[src/rtl/ex_mem_stage_skid_pkg.sv]
// rtl/ex_mem_stage_skid_pkg.sv - shared types and constants for the EX/MEM skid stage
// Purpose: default widths, the EX->MEM payload struct and the skid buffer state encoding.
// Ports: none (package).
package ex_mem_pkg;

    localparam int EX_MEM_XLEN            = 32;
    localparam int EX_MEM_REG_ADDR_WIDTH  = 5;
    localparam int EX_MEM_OP_LEN_WIDTH    = 3;
    localparam int EX_MEM_STALL_CNT_WIDTH = 16;

    typedef struct packed {
        logic [EX_MEM_XLEN-1:0]           result;
        logic [EX_MEM_XLEN-1:0]           rs2_data_forwarded;
        logic [EX_MEM_REG_ADDR_WIDTH-1:0] rd;
        logic                             reg_write;
        logic                             mem_write;
        logic                             mem_read;
        logic [EX_MEM_OP_LEN_WIDTH-1:0]   mem_op_length;
    } ex_mem_payload_t;

    // Bit 0 is the main-register valid, bit 1 the skid-register valid, so
    // ready and valid come straight off state flops.
    typedef enum logic [1:0] {
        SKID_EMPTY = 2'b00,
        SKID_ONE   = 2'b01,
        SKID_FULL  = 2'b11
    } skid_state_e;

endpackage

[src/rtl/ex_mem_stage_skid_if.sv]
// rtl/ex_mem_stage_skid_if.sv - EX->MEM handshake and payload bundle
// Purpose: groups the ex_* producer side and mem_* consumer side of the stage.
// Ports: master = EX producer / MEM consumer (testbench side), slave = pipeline stage.
interface ex_mem_stage_skid_if
    import ex_mem_pkg::*;
#(
    parameter int XLEN           = EX_MEM_XLEN,
    parameter int REG_ADDR_WIDTH = EX_MEM_REG_ADDR_WIDTH,
    parameter int OP_LEN_WIDTH   = EX_MEM_OP_LEN_WIDTH
);
    logic                      ex_valid;
    logic                      ex_ready;
    logic [XLEN-1:0]           ex_result;
    logic [XLEN-1:0]           ex_rs2_data_forwarded;
    logic [REG_ADDR_WIDTH-1:0] ex_rd;
    logic                      ex_reg_write;
    logic                      ex_mem_write;
    logic                      ex_mem_read;
    logic [OP_LEN_WIDTH-1:0]   ex_mem_op_length;

    logic                      mem_valid;
    logic                      mem_ready;
    logic [XLEN-1:0]           mem_result;
    logic [XLEN-1:0]           mem_rs2_data_forwarded;
    logic [REG_ADDR_WIDTH-1:0] mem_rd;
    logic                      mem_reg_write;
    logic                      mem_mem_write;
    logic                      mem_mem_read;
    logic [OP_LEN_WIDTH-1:0]   mem_mem_op_length;

    modport master (
        output ex_valid, ex_result, ex_rs2_data_forwarded, ex_rd,
               ex_reg_write, ex_mem_write, ex_mem_read, ex_mem_op_length, mem_ready,
        input  ex_ready, mem_valid, mem_result, mem_rs2_data_forwarded, mem_rd,
               mem_reg_write, mem_mem_write, mem_mem_read, mem_mem_op_length
    );

    modport slave (
        input  ex_valid, ex_result, ex_rs2_data_forwarded, ex_rd,
               ex_reg_write, ex_mem_write, ex_mem_read, ex_mem_op_length, mem_ready,
        output ex_ready, mem_valid, mem_result, mem_rs2_data_forwarded, mem_rd,
               mem_reg_write, mem_mem_write, mem_mem_read, mem_mem_op_length
    );

endinterface

[src/rtl/ex_mem_stage_skid_pipe_skid_buffer.sv]
// rtl/ex_mem_stage_skid_pipe_skid_buffer.sv - two-entry valid/ready skid buffer
// Purpose: main + skid register pair; in_ready depends only on flops.
// Ports: clock, reset_n (async, active-low), flush (sync kill),
//        in_valid/in_ready/in_data (upstream), out_valid/out_ready/out_data (downstream).
module pipe_skid_buffer
    import ex_mem_pkg::*;
#(
    parameter int WIDTH = 8
) (
    input  logic             clock,
    input  logic             reset_n,
    input  logic             flush,
    input  logic             in_valid,
    output logic             in_ready,
    input  logic [WIDTH-1:0] in_data,
    output logic             out_valid,
    input  logic             out_ready,
    output logic [WIDTH-1:0] out_data
);
    skid_state_e      state_q, state_d;
    logic [WIDTH-1:0] main_q, main_d;
    logic [WIDTH-1:0] skid_q, skid_d;
    logic             in_fire, out_fire;

    assign in_ready  = ~state_q[1];
    assign out_valid = state_q[0];
    assign out_data  = main_q;
    assign in_fire   = in_valid & in_ready;
    assign out_fire  = out_valid & out_ready;

    always_ff @(posedge clock or negedge reset_n) begin
        if (!reset_n) begin
            state_q <= SKID_EMPTY;
            main_q  <= '0;
            skid_q  <= '0;
        end else begin
            state_q <= state_d;
            main_q  <= main_d;
            skid_q  <= skid_d;
        end
    end

    always_comb begin
        state_d = state_q;
        main_d  = main_q;
        skid_d  = skid_q;
        // Flush only drops the valid bits; payload registers keep stale data.
        if (flush) begin
            state_d = SKID_EMPTY;
        end else begin
            case (state_q)
                SKID_EMPTY: begin
                    if (in_fire) begin
                        main_d  = in_data;
                        state_d = SKID_ONE;
                    end
                end
                SKID_ONE: begin
                    if (in_fire && out_fire) begin
                        main_d = in_data;
                    end else if (in_fire) begin
                        skid_d  = in_data;
                        state_d = SKID_FULL;
                    end else if (out_fire) begin
                        state_d = SKID_EMPTY;
                    end
                end
                SKID_FULL: begin
                    if (out_fire) begin
                        main_d  = skid_q;
                        state_d = SKID_ONE;
                    end
                end
                default: state_d = SKID_EMPTY;
            endcase
        end
    end

endmodule

[src/rtl/ex_mem_stage_skid.sv]
// rtl/ex_mem_stage_skid.sv - EX/MEM pipeline stage with skid buffer and stall counter
// Purpose: registers the EX payload toward MEM with back-pressure, flush and stall statistics.
// Ports: clock, reset_n (async, active-low), flush, bus (ex_*/mem_* handshake + payload),
//        stall_count_clear, stall_count (saturating count of mem_valid & !mem_ready cycles).
module ex_mem_stage_skid
    import ex_mem_pkg::*;
#(
    parameter int XLEN            = EX_MEM_XLEN,
    parameter int REG_ADDR_WIDTH  = EX_MEM_REG_ADDR_WIDTH,
    parameter int OP_LEN_WIDTH    = EX_MEM_OP_LEN_WIDTH,
    parameter int STALL_CNT_WIDTH = EX_MEM_STALL_CNT_WIDTH
) (
    input  logic                       clock,
    input  logic                       reset_n,
    input  logic                       flush,
    ex_mem_stage_skid_if.slave         bus,
    input  logic                       stall_count_clear,
    output logic [STALL_CNT_WIDTH-1:0] stall_count
);
    typedef struct packed {
        logic [XLEN-1:0]           result;
        logic [XLEN-1:0]           rs2_data_forwarded;
        logic [REG_ADDR_WIDTH-1:0] rd;
        logic                      reg_write;
        logic                      mem_write;
        logic                      mem_read;
        logic [OP_LEN_WIDTH-1:0]   mem_op_length;
    } payload_t;

    localparam int PAYLOAD_W = $bits(payload_t);

    payload_t                   in_payload, out_payload;
    logic                       main_valid;
    logic [STALL_CNT_WIDTH-1:0] stall_count_q, stall_count_d;

    assign in_payload = '{
        result:             bus.ex_result,
        rs2_data_forwarded: bus.ex_rs2_data_forwarded,
        rd:                 bus.ex_rd,
        reg_write:          bus.ex_reg_write,
        mem_write:          bus.ex_mem_write,
        mem_read:           bus.ex_mem_read,
        mem_op_length:      bus.ex_mem_op_length
    };

    pipe_skid_buffer #(
        .WIDTH (PAYLOAD_W)
    ) u_skid (
        .clock     (clock),
        .reset_n   (reset_n),
        .flush     (flush),
        .in_valid  (bus.ex_valid),
        .in_ready  (bus.ex_ready),
        .in_data   (in_payload),
        .out_valid (main_valid),
        .out_ready (bus.mem_ready),
        .out_data  (out_payload)
    );

    assign bus.mem_valid              = main_valid;
    assign bus.mem_result             = out_payload.result;
    assign bus.mem_rs2_data_forwarded = out_payload.rs2_data_forwarded;
    assign bus.mem_rd                 = out_payload.rd;
    assign bus.mem_mem_op_length      = out_payload.mem_op_length;
    // Stale payload bits survive a flush, so side-effecting controls are qualified.
    assign bus.mem_reg_write          = main_valid & out_payload.reg_write;
    assign bus.mem_mem_write          = main_valid & out_payload.mem_write;
    assign bus.mem_mem_read           = main_valid & out_payload.mem_read;

    always_comb begin
        stall_count_d = stall_count_q;
        if (stall_count_clear) begin
            stall_count_d = '0;
        end else if (main_valid && !bus.mem_ready && (stall_count_q != '1)) begin
            stall_count_d = stall_count_q + STALL_CNT_WIDTH'(1);
        end
    end

    always_ff @(posedge clock or negedge reset_n) begin
        if (!reset_n) begin
            stall_count_q <= '0;
        end else begin
            stall_count_q <= stall_count_d;
        end
    end

    assign stall_count = stall_count_q;

endmodule

[src/flat_wrapper.sv]
// flat-port wrapper written by rule: the top's interface ports become plain ports
module ex_mem_stage_skid_flat import ex_mem_pkg::*;
#(
    parameter int XLEN            = EX_MEM_XLEN,
    parameter int REG_ADDR_WIDTH  = EX_MEM_REG_ADDR_WIDTH,
    parameter int OP_LEN_WIDTH    = EX_MEM_OP_LEN_WIDTH,
    parameter int STALL_CNT_WIDTH = EX_MEM_STALL_CNT_WIDTH
)
  (clock, reset_n, flush, stall_count_clear, stall_count, bus_ex_valid, bus_ex_result, bus_ex_rs2_data_forwarded, bus_ex_rd, bus_ex_reg_write, bus_ex_mem_write, bus_ex_mem_read, bus_ex_mem_op_length, bus_mem_ready, bus_ex_ready, bus_mem_valid, bus_mem_result, bus_mem_rs2_data_forwarded, bus_mem_rd, bus_mem_reg_write, bus_mem_mem_write, bus_mem_mem_read, bus_mem_mem_op_length);
  ex_mem_stage_skid_if #(.XLEN(XLEN), .REG_ADDR_WIDTH(REG_ADDR_WIDTH), .OP_LEN_WIDTH(OP_LEN_WIDTH)) bus_i ();
  input  logic clock;
  input  logic reset_n;
  input  logic flush;
  input  logic stall_count_clear;
  output logic [STALL_CNT_WIDTH-1:0] stall_count;
  input wire logic [$bits(bus_i.ex_valid)-1:0] bus_ex_valid;
  input wire logic [$bits(bus_i.ex_result)-1:0] bus_ex_result;
  input wire logic [$bits(bus_i.ex_rs2_data_forwarded)-1:0] bus_ex_rs2_data_forwarded;
  input wire logic [$bits(bus_i.ex_rd)-1:0] bus_ex_rd;
  input wire logic [$bits(bus_i.ex_reg_write)-1:0] bus_ex_reg_write;
  input wire logic [$bits(bus_i.ex_mem_write)-1:0] bus_ex_mem_write;
  input wire logic [$bits(bus_i.ex_mem_read)-1:0] bus_ex_mem_read;
  input wire logic [$bits(bus_i.ex_mem_op_length)-1:0] bus_ex_mem_op_length;
  input wire logic [$bits(bus_i.mem_ready)-1:0] bus_mem_ready;
  output wire logic [$bits(bus_i.ex_ready)-1:0] bus_ex_ready;
  output wire logic [$bits(bus_i.mem_valid)-1:0] bus_mem_valid;
  output wire logic [$bits(bus_i.mem_result)-1:0] bus_mem_result;
  output wire logic [$bits(bus_i.mem_rs2_data_forwarded)-1:0] bus_mem_rs2_data_forwarded;
  output wire logic [$bits(bus_i.mem_rd)-1:0] bus_mem_rd;
  output wire logic [$bits(bus_i.mem_reg_write)-1:0] bus_mem_reg_write;
  output wire logic [$bits(bus_i.mem_mem_write)-1:0] bus_mem_mem_write;
  output wire logic [$bits(bus_i.mem_mem_read)-1:0] bus_mem_mem_read;
  output wire logic [$bits(bus_i.mem_mem_op_length)-1:0] bus_mem_mem_op_length;
  assign bus_i.ex_valid = bus_ex_valid;
  assign bus_i.ex_result = bus_ex_result;
  assign bus_i.ex_rs2_data_forwarded = bus_ex_rs2_data_forwarded;
  assign bus_i.ex_rd = bus_ex_rd;
  assign bus_i.ex_reg_write = bus_ex_reg_write;
  assign bus_i.ex_mem_write = bus_ex_mem_write;
  assign bus_i.ex_mem_read = bus_ex_mem_read;
  assign bus_i.ex_mem_op_length = bus_ex_mem_op_length;
  assign bus_i.mem_ready = bus_mem_ready;
  assign bus_ex_ready = bus_i.ex_ready;
  assign bus_mem_valid = bus_i.mem_valid;
  assign bus_mem_result = bus_i.mem_result;
  assign bus_mem_rs2_data_forwarded = bus_i.mem_rs2_data_forwarded;
  assign bus_mem_rd = bus_i.mem_rd;
  assign bus_mem_reg_write = bus_i.mem_reg_write;
  assign bus_mem_mem_write = bus_i.mem_mem_write;
  assign bus_mem_mem_read = bus_i.mem_mem_read;
  assign bus_mem_mem_op_length = bus_i.mem_mem_op_length;
  ex_mem_stage_skid #(.XLEN(XLEN), .REG_ADDR_WIDTH(REG_ADDR_WIDTH), .OP_LEN_WIDTH(OP_LEN_WIDTH), .STALL_CNT_WIDTH(STALL_CNT_WIDTH)) u_core (.clock(clock), .reset_n(reset_n), .flush(flush), .bus(bus_i), .stall_count_clear(stall_count_clear), .stall_count(stall_count));
endmodule
[config.mk]
export PLATFORM = sky130hd
export DESIGN_NAME = ex_mem_stage_skid_flat
export DESIGN_NICKNAME = d
export VERILOG_FILES = /design/src/rtl/ex_mem_stage_skid_pkg.sv /design/src/rtl/ex_mem_stage_skid_if.sv /design/src/rtl/ex_mem_stage_skid_pipe_skid_buffer.sv /design/src/rtl/ex_mem_stage_skid.sv /design/src/flat_wrapper.sv
export SDC_FILE = /design/constraint.sdc
export NUM_CORES = 1
export LEC_CHECK = 0
export CORE_AREA = 2 2 134 136
export DETAILED_ROUTE_END_ITERATION = 8
export DIE_AREA = 0 0 136 138
export DONT_BUFFER_PORTS = 1
export PLACE_DENSITY_LB_ADDON = 0.12
export SYNTH_ARGS = -nofsm -noshare
export SYNTH_HDL_FRONTEND = slang
export SYNTH_SLANG_ARGS = --single-unit
[constraint.sdc]
create_clock -name clock -period 2.6 [get_ports clock]
set_input_delay 0.26 -clock clock [delete_from_list [all_inputs] [get_ports clock]]
set_output_delay 0.26 -clock clock [all_outputs]
set_load 0.005 [all_outputs]
==> results of run 1 <==
[cell families (layout without fill, tap and decap cells)]
group / Yosys count / in the layout
flops: 168 / 168
mux: 153 / 153
simple gates: 130 / 130
buf+inv: 114 / 118
compound gates: 94 / 94
xor+xnor: 12 / 12
fa+ha+maj: 5 / 5
[layout by cell type, fill, tap and decap left out, drive strengths merged, types with 3 or more instances in the layout]
cell,n
and2,4
bufinv,3
xnor2,3
nor2,19
dfrtp,168
nand4,3
dlygate4sd3,77
nand2,84
clkbuf,19
buf,4
mux2,75
clkinv,6
a21oi,3
xor2,9
nand3,6
mux2i,78
ha,5
o21ai,78
inv,8
o211ai,4
[timing repair]
action                                  4_1_cts  5_1_grt
gates resized for setup                       0        2
endpoints found under the setup margin        0       47
endpoints found under the hold margin       260      168
[cell type report]
cell class / instances / area [um^2] / share of cell area
flip-flops and latches: 168 / 4200 / 0.475
inverters: 4 / 15.0 / 0.00170
clock inverters: 14 / 170 / 0.0192
multi-input cells: 394 / 2890 / 0.327
repair buffers: 82 / 840 / 0.0949
well taps: 229 / 287 / 0.0324
clock buffers: 18 / 439 / 0.0497
[power groups by stage]
stage / clock network, mW / registers, mW / logic, mW
global placement: 0 / 4.60 / 1.61
floorplan: 0 / 4.23 / 2.29
detailed placement: 0 / 4.64 / 1.70
finish: 2.60 / 4.58 / 1.77
CTS: 2.68 / 4.60 / 1.79
global route: 2.79 / 4.74 / 2.04
[flip-flops by register name, indices dropped and copies added, names as in the netlist]
register                count
u_core.u_skid.out_data     75
u_core.u_skid.skid_q       75
u_core.stall_count         16
u_core.u_skid.state_q       2
[metrics by stage]
step | std cells | hold slack, ns | instance area (um^2) | utilization | setup slack (ns)
floorplan | 676 | -0.0356 | 7800 | - | 0.740
CTS | 909 | -0.491 | 8840 | 0.504 | 0.0315
global placement | 800 | -0.0322 | 7460 | 0.425 | 0.205
global route | 909 | -0.498 | 8840 | 0.504 | 0.0293
detailed placement | 800 | -0.0317 | 7460 | 0.425 | 0.0455
finish | 909 | -0.472 | 8840 | 0.504 | 0.263
[worst register-to-register path, delay by kind of cell, from the launching register on]
family                   cells  cell delay (ns)
AO/OA/AOI/OAI                3             0.74
adder cells (fa/ha/maj)      1             0.23
buffers and inverters        1             0.51
flip-flops                   1             0.64
AND/OR/NAND/NOR              1             0.09
[per-layer routing]
layer / track usage / vias to the layer above / share of wire
li1: - / 2233 / -
met1: 0.222 / 2305 / 0.42
met2: 0.276 / 131 / 0.47
met3: 0.0667 / 27 / 0.084
met4: 0.0718 / 0 / 0.024
met5: 0 / - / 0
[path summary, 6_finish.rpt]
path	start	to
worst max-delay path	u_core.u_skid.state_q[0]	u_core.u_skid.out_data[64]
min in group clock	bus_ex_result[17]	u_core.u_skid.out_data[60]
worst min-delay path	reset_n	u_core.stall_count[7]
max in group asynchronous	reset_n	u_core.u_skid.out_data[13]
worst min register to register	u_core.u_skid.out_data[5]	u_core.u_skid.out_data[5]
worst max register to register	u_core.u_skid.state_q[0]	u_core.u_skid.out_data[64]
==> impl_metrics.ini, run 1 <==
[clock_network]
cts_made_buffers = 17
cts_num_sinks = 168
cts_max_path_buffers = 2
cts_setup_buffers = 0
cts_root_buffer = clkbuf_16
cts_tree = yes
htreeDepth = 4
insertion_delay_ns = 0.42
cts.clk_slew.worst_paths_ns = 0.07
cts_hold_repair.buffers = 77

[yosys]
synthesis.nets = 762
synth_seq_cells = 168
synth_edf_count = 0
yosys.area_share.adder = 0.00802
synthTopCellsByArea = dfrtp_1 (54%), mux2_2 (11%), mux2i_1 (10%), buf_4 (6.9%), o21ai_0 (5.0%)
syn_inst = 676
netlist_area_um2 = 7800
synth_compound_area_frac = 0.0659
async_flop_share = 1.00
yosys.area_share.simple = 0.0722
yosys-top-cells-count = dfrtp_1 (168), nand2_1 (84), mux2i_1 (78), o21ai_0 (78), mux2_2 (75)
synth_top_cell_area_share = 0.539
synthMuxAreaShare = 0.208
yosysTopAreaCell = dfrtp_1
synth-xor-area-share = 0.0135
yosysUniqueCellTypes = 39
yosys_most_used_dff = dfrtp_1
synth_top_family_by_area = multiplexers
syn_avg_cell_area_um2 = 11.5
yosysMostFrequentCell = dfrtp_1
ys_seq_area_frac = 0.539
synth_warnings = 0

[power]
pwr-share-comb = 0.198
p_sw_mw = 2.68
powerDensity_nw_per_um2 = 1010
p_total_mw = 8.95
internal-power_mw = 6.27
swShare = 0.299
clockPowerShare = 0.290
vdd_drop_max_mv = 0.480
p_seq_frac = 0.512
leakage_nw = 3.68

[sta]
finalHoldViolCount = 168
tightest_slew_ns = 0.637
rsz0062_at_grt = false
fin_crit_ns = 2.34
period_share = 0.899
maxSlewHeadroom = 0.571
whs_ns = -0.472
finalMaxSlewViolations = 0
fin_setup_tns_ns = 0
finClkSkew_ns = 0.00942
setup_violations = 0
fmax_mhz = 428

[outcome]
status = finished with violations
violations = hold timing

[detailed_routing]
wl_per_cell_um = 17.6
viasPerCell = 5.17
dr.pass1.iters = 4
drtIter0Drc = 162
drc = 0
routed_wl_mm = 16.0
ant_nets = 0
num_vias = 4696

[setup_path]
r2r_setup_slack_ns = 0.26
worst_ep_arrival_time_ns = 2.61
criticalPathCategory = reg2reg
cp_max_fo = 94
slowest_stage = dfrtp_1
crit_buf_inv = 1
crit_chain = ha_4 -> a21boi_0 -> nor3_1 -> o211ai_1 -> clkbuf_8 -> o21ai_0
r2r_cells = 6
critPathMaxStageDelay_ns = 0.64
cp.required_ns = 2.88
cp-end-kind = flip-flop
cp_top_family = compound AO/OA/AOI/OAI gates
cp-start-kind = flip-flop
path_depth = 6

[global_route]
grtUsageTotal = 0.177
first_global_vias = 4991
antenna_found_initial = 0
grt_max_degree = 169
grt.overflow.total = 0
grt_pass1_wl_mm = 26.3

[finish]
drive_gt1_frac = 0.171
antenna_cells = 0
nets = 753
area_growth_pct = 13.4
fillers = 1572

[die]
fp.coreArea_um2 = 17500
io_pins = 174
fp.dieW_um = 136
start_util = 0.445
fp-row-count = 49
die_area_um2 = 18800
die_h_um = 138

[placement]
gp_congestion = 0.790
port_buffers = 0
post-dp-hpwl_mm = 9.73

[min_path]
hold_class = in2async

[job]
drv_cap = 0
Note: power is estimated with default switching activity, not from simulation.
==> run 2: changes to the inputs <==
- clock period: 2.6 -> 2.2 ns (I/O delays scaled with it)
==> impl_metrics.ini, run 2 (synthesis gave the netlist of run 1 again) <==
[setup_path]
criticalPathCategory = reg2reg
r2r_cells = 6
slowest_stage = dfrtp_1
cp-start-kind = flip-flop
crit_chain = inv_1 -> ha_1 -> nand3_1 -> nor2_4 -> buf_12 -> mux2_2
critPathMaxStageDelay_ns = 0.45
worst_ep_arrival_time_ns = 2.38
cp_max_fo = 41
cp.required_ns = 2.51
cp-end-kind = flip-flop

[sta]
tightest_slew_ns = 0.675
fmax_mhz = 483
fin_crit_ns = 2.07
finClkSkew_ns = 0.00976
period_share = 0.940
setup_violations = 0
finalMaxSlewViolations = 0
fin_setup_tns_ns = 0
maxSlewHeadroom = 0.546
finalHoldViolCount = 168
whs_ns = -0.516

[clock_network]
insertion_delay_ns = 0.43
cts_made_buffers = 17
cts_root_buffer = clkbuf_16
cts_max_path_buffers = 2
cts_num_sinks = 168
cts_hold_repair.buffers = 77
cts.clk_slew.worst_paths_ns = 0.07
htreeDepth = 4
cts_tree = yes

[outcome]
status = finished with violations
violations = hold timing

[die]
die_area_um2 = 18800
fp.dieW_um = 136
start_util = 0.445
die_h_um = 138
io_pins = 174
fp-row-count = 49
fp.coreArea_um2 = 17500

[detailed_routing]
wl_per_cell_um = 17.3
dr.pass1.iters = 5
drtIter0Drc = 186
ant_nets = 0
drc = 0
num_vias = 4775
viasPerCell = 5.23
routed_wl_mm = 15.8

[global_route]
grt.overflow.total = 0
grt_pass1_wl_mm = 25.8
grtUsageTotal = 0.174
grt_max_degree = 169
antenna_found_initial = 0
first_global_vias = 5006

[power]
vdd_drop_max_mv = 0.589
p_seq_frac = 0.500
p_sw_mw = 3.20
internal-power_mw = 7.60
pwr-share-comb = 0.201
swShare = 0.297
clockPowerShare = 0.299
powerDensity_nw_per_um2 = 1210
leakage_nw = 3.71

[job]
drv_cap = 0

[placement]
post-dp-hpwl_mm = 9.91
gp_congestion = 0.771
port_buffers = 0

[finish]
layout_common_cells = dfrtp_1 (167), nand2_1 (84), mux2i_1 (78), o21ai_0 (78), dlygate4sd3_1 (77)
mostFrequentLayoutCell = dfrtp_1
area_growth_pct = 14.6
nets = 757
drive_gt1_frac = 0.177
antenna_cells = 0

[min_path]
hold_class = in2async
-- run 2: cell types whose count changed in the layout (fill, tap and decap cells not counted), moves of 2 or more --
cell        delta
buf_4          +2
clkinv_2       -2
clkinv_4       -2
clkinvlp_4     +2
-- run 2: worst max-delay path: cells and delay by family, from the launching register on --
kind / cells / cell delay [ns]
buffers and inverters: 2 / 0.44
AND/OR/NAND/NOR: 2 / 0.38
multiplexers: 1 / 0.37
flip-flops: 1 / 0.45
adder cells (fa/ha/maj): 1 / 0.29
-- run 2: path summary, 6_finish.rpt --
| check | from | end | slack (ns) |
|---|---|---|---|
| worst min-delay path | reset_n | u_core.stall_count[5] | -0.52 |
| worst max-delay path | u_core.u_skid.state_q[1] | u_core.u_skid.skid_q[74] | 0.13 |
| max in group asynchronous | reset_n | u_core.u_skid.skid_q[2] | 2.42 |
| worst min register to register | u_core.u_skid.out_data[5] | u_core.u_skid.out_data[5] | 0.48 |
| min in group clock | bus_ex_result[10] | u_core.u_skid.out_data[53] | 0.01 |
| worst max register to register | u_core.u_skid.state_q[1] | u_core.u_skid.skid_q[74] | 0.13 |
-- run 2: repair_timing --
action | CTS | global route
endpoints found under the hold margin | 309 | 168
resized for setup | 0 | 4
endpoints found under the setup margin | 0 | 58
buffers inserted | 0 | 0
-- run 2: metal layers --
layer  wire [um]  part of all wire  up-vias  track usage
met5           0                 0        -            0
met4         298             0.019        0       0.0647
met3        1240             0.078       25       0.0737
met2        7600              0.48      149        0.277
met1        6680              0.42     2350        0.210
li1            -                 -     2251            -
-- run 2: per-stage QoR --
step                       util  instance area [um^2]  setup WS (ns)  power, mW  std cells
final                     0.510                  8930          0.132       10.8        913
after floorplan               -                  7800          0.340       7.71        676
after global placement    0.429                  7510          0.204       7.38        804
after CTS                 0.509                  8920         0.0449       10.9        913
after detailed placement  0.429                  7510         0.0627       7.55        804
after global routing      0.510                  8930        -0.0318       11.5        913
-- run 2: final cells by class --
cell class	instances	area [um^2]
clock buffer	19	453
clock inverter	13	188
fill	1574	8600
inverter	4	15.0
multi-input combinational	394	2890
sequential	168	4210
tap	229	287
timing repair buffer	86	897
-- run 2: power by group through the flow --
stage / Clock [mW] / Sequential, mW / Combinational (mW)
after floorplan: 0 / 5.00 / 2.71
after global placement: 0 / 5.43 / 1.95
after detailed placement: 0 / 5.48 / 2.08
after CTS: 3.31 / 5.43 / 2.20
after global routing: 3.44 / 5.60 / 2.47
final: 3.23 / 5.40 / 2.17
